`config.mk`:
```
export PLATFORM = sky130hd
export DESIGN_NAME = pipeline_debug_ctrl
export DESIGN_NICKNAME = d
export VERILOG_FILES = /design/src/rtl/pipeline_debug_ctrl.sv
export SDC_FILE = /design/constraint.sdc
export NUM_CORES = 1
export LEC_CHECK = 0
export BUFFER_PORTS_ARGS = -buffer_cell sky130_fd_sc_hd__buf_2
export CORE_MARGIN = 2
export CORE_UTILIZATION = 49
export DETAILED_ROUTE_END_ITERATION = 8
export MAX_ROUTING_LAYER = met4
export PLACE_DENSITY = 0.91
export SLEW_MARGIN = 20
export SYNTH_ARGS = -nofsm -noshare
export SYNTH_HDL_FRONTEND = slang
export SYNTH_SLANG_ARGS = --single-unit
```
`constraint.sdc`:
```
create_clock -name clk -period 2.7 [get_ports clk]
set_clock_uncertainty 0.2 [all_clocks]
set_input_delay 0.405 -clock clk [delete_from_list [all_inputs] [get_ports clk]]
set_output_delay 0.405 -clock clk [all_outputs]
set_load 0.01 [all_outputs]
```
`src/rtl/pipeline_debug_ctrl.sv`:
```
// -----------------------------------------------------------------------------
// pipeline_debug_ctrl
//
// Debug controller sitting between a host command channel and a small
// pipeline. It runs or single-steps the pipeline. On a halt or step it dumps
// the machine state as a stream of words: PC, the optional enabled-cycle
// count, then registers 0..NREGS-1. A DUMP command from IDLE produces the
// same stream without touching the pipeline.
//
// Build option:
//   DEBUG_CYCLE_COUNT_EN  defined   -> enabled-cycle counter present, the
//                                      dump carries a count word
//                                      (NREGS+2 words).
//                         undefined -> no counter, cycle_count tied to 0,
//                                      the dump is NREGS+1 words.
//
// Parameters:
//   len    datapath word width
//   NB     register-address width
//   NREGS  number of registers dumped
//
// Ports:
//   clk          clock, rising edge
//   reset        asynchronous, active-low reset
//   cmd_valid    host command present
//   cmd          00 RUN, 01 STEP, 10 DUMP, 11 ABORT
//   cmd_ready    command accepted on cmd_valid && cmd_ready at an edge
//   halt_wb      halt instruction reached writeback
//   pc_in        current PC from fetch
//   reg_addr     register-file debug read address
//   reg_data     combinational register-file read of reg_addr
//   pipe_en      pipeline stage enable (RUN / STEP only)
//   tx_valid     dump word valid
//   tx_data      dump word
//   tx_ready     consumer accepts word on tx_valid && tx_ready at an edge
//   halted       sticky program-halted flag, cleared only by reset
//   busy         high in any state other than IDLE
//   cycle_count  saturating count of enabled pipeline cycles
// -----------------------------------------------------------------------------
module pipeline_debug_ctrl #(
  parameter int len   = 32,
  parameter int NB    = 5,
  parameter int NREGS = 32
) (
  input  logic            clk,
  input  logic            reset,
  input  logic            cmd_valid,
  input  logic [1:0]      cmd,
  output logic            cmd_ready,
  input  logic            halt_wb,
  input  logic [len-1:0]  pc_in,
  output logic [NB-1:0]   reg_addr,
  input  logic [len-1:0]  reg_data,
  output logic            pipe_en,
  output logic            tx_valid,
  output logic [len-1:0]  tx_data,
  input  logic            tx_ready,
  output logic            halted,
  output logic            busy,
  output logic [len-1:0]  cycle_count
);

  localparam logic [1:0] CMD_RUN   = 2'b00;
  localparam logic [1:0] CMD_STEP  = 2'b01;
  localparam logic [1:0] CMD_DUMP  = 2'b10;
  localparam logic [1:0] CMD_ABORT = 2'b11;

  localparam logic [NB-1:0] LAST_REG = NB'(NREGS - 1);

  typedef enum logic [2:0] {
    S_IDLE,
    S_RUN,
    S_STEP,
    S_DUMP_PC,
    S_DUMP_CNT,
    S_DUMP_REG
  } state_t;

  state_t          state_q;
  logic            halted_q;
  logic [NB-1:0]   reg_addr_q;
  logic [len-1:0]  tx_data_q;   // PC or count snapshot taken on dump-state entry

  // All outputs are decoded from registers only; no input reaches them
  // combinationally except reg_data, which is the addressed register itself.
  assign pipe_en   = (state_q == S_RUN) || (state_q == S_STEP);
  assign cmd_ready = (state_q == S_IDLE) || (state_q == S_RUN);
  assign busy      = (state_q != S_IDLE);
  assign tx_valid  = (state_q == S_DUMP_PC) || (state_q == S_DUMP_CNT) ||
                     (state_q == S_DUMP_REG);
  assign halted    = halted_q;
  assign reg_addr  = reg_addr_q;
  // reg_addr is frozen while a word is stalled, so the register read is too.
  assign tx_data   = (state_q == S_DUMP_REG) ? reg_data : tx_data_q;

`ifdef DEBUG_CYCLE_COUNT_EN
  logic [len-1:0] count_q;

  always_ff @(posedge clk or negedge reset) begin
    if (!reset) begin
      count_q <= '0;
    end else if (pipe_en && (count_q != '1)) begin
      count_q <= count_q + 1'b1;
    end
  end

  assign cycle_count = count_q;
`else
  assign cycle_count = '0;
`endif

  // NOTE: state is updated with non-blocking assignments so every branch
  // sees the pre-edge values of state_q, halted_q and reg_addr_q.
  always_ff @(posedge clk or negedge reset) begin
    if (!reset) begin
      state_q    <= S_IDLE;
      halted_q   <= 1'b0;
      reg_addr_q <= '0;
      tx_data_q  <= '0;
    end else begin
      unique case (state_q)
        S_IDLE: begin
          if (cmd_valid) begin
            unique case (cmd)
              // After a halt, RUN and STEP are accepted but have no effect.
              CMD_RUN:  if (!halted_q) state_q <= S_RUN;
              CMD_STEP: if (!halted_q) state_q <= S_STEP;
              CMD_DUMP: begin
                state_q   <= S_DUMP_PC;
                tx_data_q <= pc_in;
              end
              CMD_ABORT: state_q <= S_IDLE;
            endcase
          end
        end

        S_RUN: begin
          // A halt takes priority over an ABORT arriving on the same edge.
          if (halt_wb) begin
            halted_q  <= 1'b1;
            state_q   <= S_DUMP_PC;
            tx_data_q <= pc_in;
          end else if (cmd_valid && (cmd == CMD_ABORT)) begin
            state_q <= S_IDLE;
          end
        end

        S_STEP: begin
          if (halt_wb) halted_q <= 1'b1;
          state_q   <= S_DUMP_PC;
          tx_data_q <= pc_in;
        end

        S_DUMP_PC: begin
          if (tx_ready) begin
`ifdef DEBUG_CYCLE_COUNT_EN
            // Pipeline is idle here, so the count is already final.
            state_q   <= S_DUMP_CNT;
            tx_data_q <= count_q;
`else
            state_q <= S_DUMP_REG;
`endif
          end
        end

        S_DUMP_CNT: begin
          if (tx_ready) state_q <= S_DUMP_REG;
        end

        S_DUMP_REG: begin
          if (tx_ready) begin
            if (reg_addr_q == LAST_REG) begin
              state_q    <= S_IDLE;
              reg_addr_q <= '0;
            end else begin
              reg_addr_q <= reg_addr_q + 1'b1;
            end
          end
        end

        default: state_q <= S_IDLE;
      endcase
    end
  end

endmodule

```
==> out/results.ini <==
[placement]
gpl.final_weighted_congestion = 0.781
count_of_input_and_output_buffers = 112
detailed_place.area_um2 = 3140
dpl.hpwl_mm = 4.03

[worst_setup_path]
crit_path_max_fanout = 18
critical_path.cell_chain = nand3b_4 -> buf_4 -> mux2_2 -> buf_2
end_kind = primary output
critPathMaxStageDelay_ns = 0.57
worst-endpoint-required_ns = 2.10
critPathArrivalTime_ns = 1.80
category_of_the_critical_setup_timing_path = flip-flop to primary output
worst-r2r-setup-slack_ns = 0.68
setup.worst_path.start_class = flip-flop
rr_endpoint = tx_data_q[19]
crit_buf_inv = 2
critical_path.top_delay_family = flip-flops
critical_path.reg2reg.startpoint = state_q[0]
worstRegToRegCells = 5
worst_path_max_delay_cell = sky130_fd_sc_hd__dfrtp_1

[floorplan]
std_cell_rows = 26
fp.dieArea_um2 = 6030
core_area_um2 = 5170
floorplan.initialDensity = 0.514
io-pin-count = 145
die_width_um = 77.7
die_h_um = 77.7

[timing]
setup_viol = 0
slew_of_the_pin_with_the_lowest_slew_margin_ns = 0.903
final-hold-violation-count = 0
fin_tns_setup_ns = 0
grt_setup_unrepaired = false
slew_margin_rel = 0.398
period_share = 0.891
period_needed_ns = 2.41
slew_violations = 0
hold-worst-slack_ns = 0.0450
fmax_mhz = 416

[pwr]
worst_case_vdd_ir_drop_mv = 0.607
totalPowerFinal_w = 0.00356
power.density_nw_per_um2 = 1100
p_leak_nw = 1.75

[clock_tree]
postCtsResizedCells = 0
root_buffer = sky130_fd_sc_hd__clkbuf_8
clk-insertion-delay-late_ns = 0.28
tritoncts = built
number_of_post_cts_setup_repair_buffers = 0
clock_tree.buffer_depth = 2
clock_sinks = 41
cts_hold_buf = 0
cts_htree_levels = 2
number_of_cts_inserted_buffers = 5
clock_slew_at_reported_path_ffs_ns = 0.07

[logic_synthesis]
synth_top_cell_by_area = sky130_fd_sc_hd__dfrtp_1
ffs_w_async_s_r_synth = 1.00
synth.avg_cell_area_um2 = 13.2
netlist_instances = 201
synth.area.top_cells = sky130_fd_sc_hd__dfrtp_1, sky130_fd_sc_hd__mux2_4, sky130_fd_sc_hd__mux2_2
dominantRegCellSynth = sky130_fd_sc_hd__dfrtp_1
netlist_top_cells_count = sky130_fd_sc_hd__dfrtp_1, sky130_fd_sc_hd__buf_4, sky130_fd_sc_hd__mux2_2
synth_edf_count = 0
synth-seq-cells = 41
netlist-cell-type-count = 38
post-synth-top-count-cell = sky130_fd_sc_hd__dfrtp_1
synth_largest_type_area_fraction = 0.386
yosys_warning_count = 0
netlist_area_before_placement_um2 = 2660
seq_area_frac_synth = 0.386

[drt]
post_drt_wl_per_cell_um = 13.3
dr_total_vias = 1838
dr.first_iter.drc_count = 21
drt_wl_total_mm = 5.13
detail-route-antenna-nets = 0
drt_drc_violations_left = 0
vias_per_cell = 4.77
drt_first_pass_iters = 4

[global_route]
grt_pass1_wl_mm = 8.15
global_route.overflow_total = 0
first_global_vias = 1764
grt_max_degree = 42
gr_util_all_layers = 0.173
antenna_found_initial = 0

[cells_and_area]
post_layout_utilization_of_the_core = 0.624
fin_nets = 393
area_delta_synth_final_pct = 21.4
antennaDiodeCount = 0
num-fill-cells = 405
layout.cell_area.non_filler_um2 = 3230
final_layout_size_suffix_gt1_frac = 0.629

[run]
max-cap-violations = 0

[status]
run_status = complete, no violations

[worst_hold_path]
hold_class = input pin to async pin

[cell type report]
| type | instances | area, um2 | area share |
|---|---|---|---|
| Sequential cell | 41 | 1030 | 0.318 |
| Tap cell | 70 | 87.6 | 0.0271 |
| Multi-Input combinational cell | 145 | 1410 | 0.437 |
| Inverter | 5 | 18.8 | 0.00581 |
| Clock buffer | 7 | 86.3 | 0.0267 |
| Timing Repair Buffer | 117 | 598 | 0.185 |
[worst max-delay path by stage]
| stage | startpoint | endpoint | cells past startpoint |
|---|---|---|---|
| after CTS | state_q[2] | tx_data[29] | 4 |
| final | state_q[0] | tx_data[12] | 4 |
| after global placement | cmd[0] | tx_data_q[31] | 8 |
| after global routing | state_q[0] | tx_data[12] | 4 |
| after floorplan | reg_addr[0] | state_q[0] | 6 |
| after detailed placement | cmd[0] | tx_data_q[22] | 8 |
[metrics by stage]
stage	instances	setup WS (ns)
floorplan	232	0.880
detailed placement	378	0.540
global placement	378	0.584
CTS	385	0.270
global route	385	0.215
finish	385	0.293
[logic make-up after synthesis]
logic type	share of synthesized area
mux	0.333
buf+inv	0.127
flops	0.386
simple gates	0.0560
compound gates	0.0602
fa+ha+maj	0.0329
other cells	0.00141
xor+xnor	0.00329
[flip-flops by register name (all words and copies together) (netlist names)]
signal     count
halted         1
reg_addr       5
tx_data_q     32
state_q        3
[layout by cell type (no fill, tap or decap), types with 2 or more instances in the layout]
master / n
sky130_fd_sc_hd__a21o_1: 2
sky130_fd_sc_hd__buf_2: 112
sky130_fd_sc_hd__buf_4: 5
sky130_fd_sc_hd__clkbuf_8: 6
sky130_fd_sc_hd__conb_1: 32
sky130_fd_sc_hd__dfrtp_1: 41
sky130_fd_sc_hd__ha_1: 7
sky130_fd_sc_hd__inv_1: 5
sky130_fd_sc_hd__mux2_1: 5
sky130_fd_sc_hd__mux2_2: 32
sky130_fd_sc_hd__mux2_4: 30
sky130_fd_sc_hd__mux2i_1: 2
sky130_fd_sc_hd__nand2_1: 4
sky130_fd_sc_hd__nor2_1: 4
sky130_fd_sc_hd__nor3_1: 2
sky130_fd_sc_hd__o21ai_0: 2
sky130_fd_sc_hd__o21ai_1: 2
[where the power goes]
group | internal (W) | switching [W]
Sequential | 0.000920 | 0.000238
Combinational | 0.00117 | 0.000837
Clock | 0.000203 | 0.000192
[metal layers]
| layer | track usage | vias up | wire length, um |
|---|---|---|---|
| met5 | - | - | 0 |
| met4 | 0.0375 | 0 | 39 |
| met3 | 0.0477 | 5 | 396 |
| met2 | 0.300 | 93 | 2540 |
| met1 | 0.201 | 874 | 2150 |
| li1 | - | 866 | - |
No activity file was read; power rests on OpenSTA's default activity.
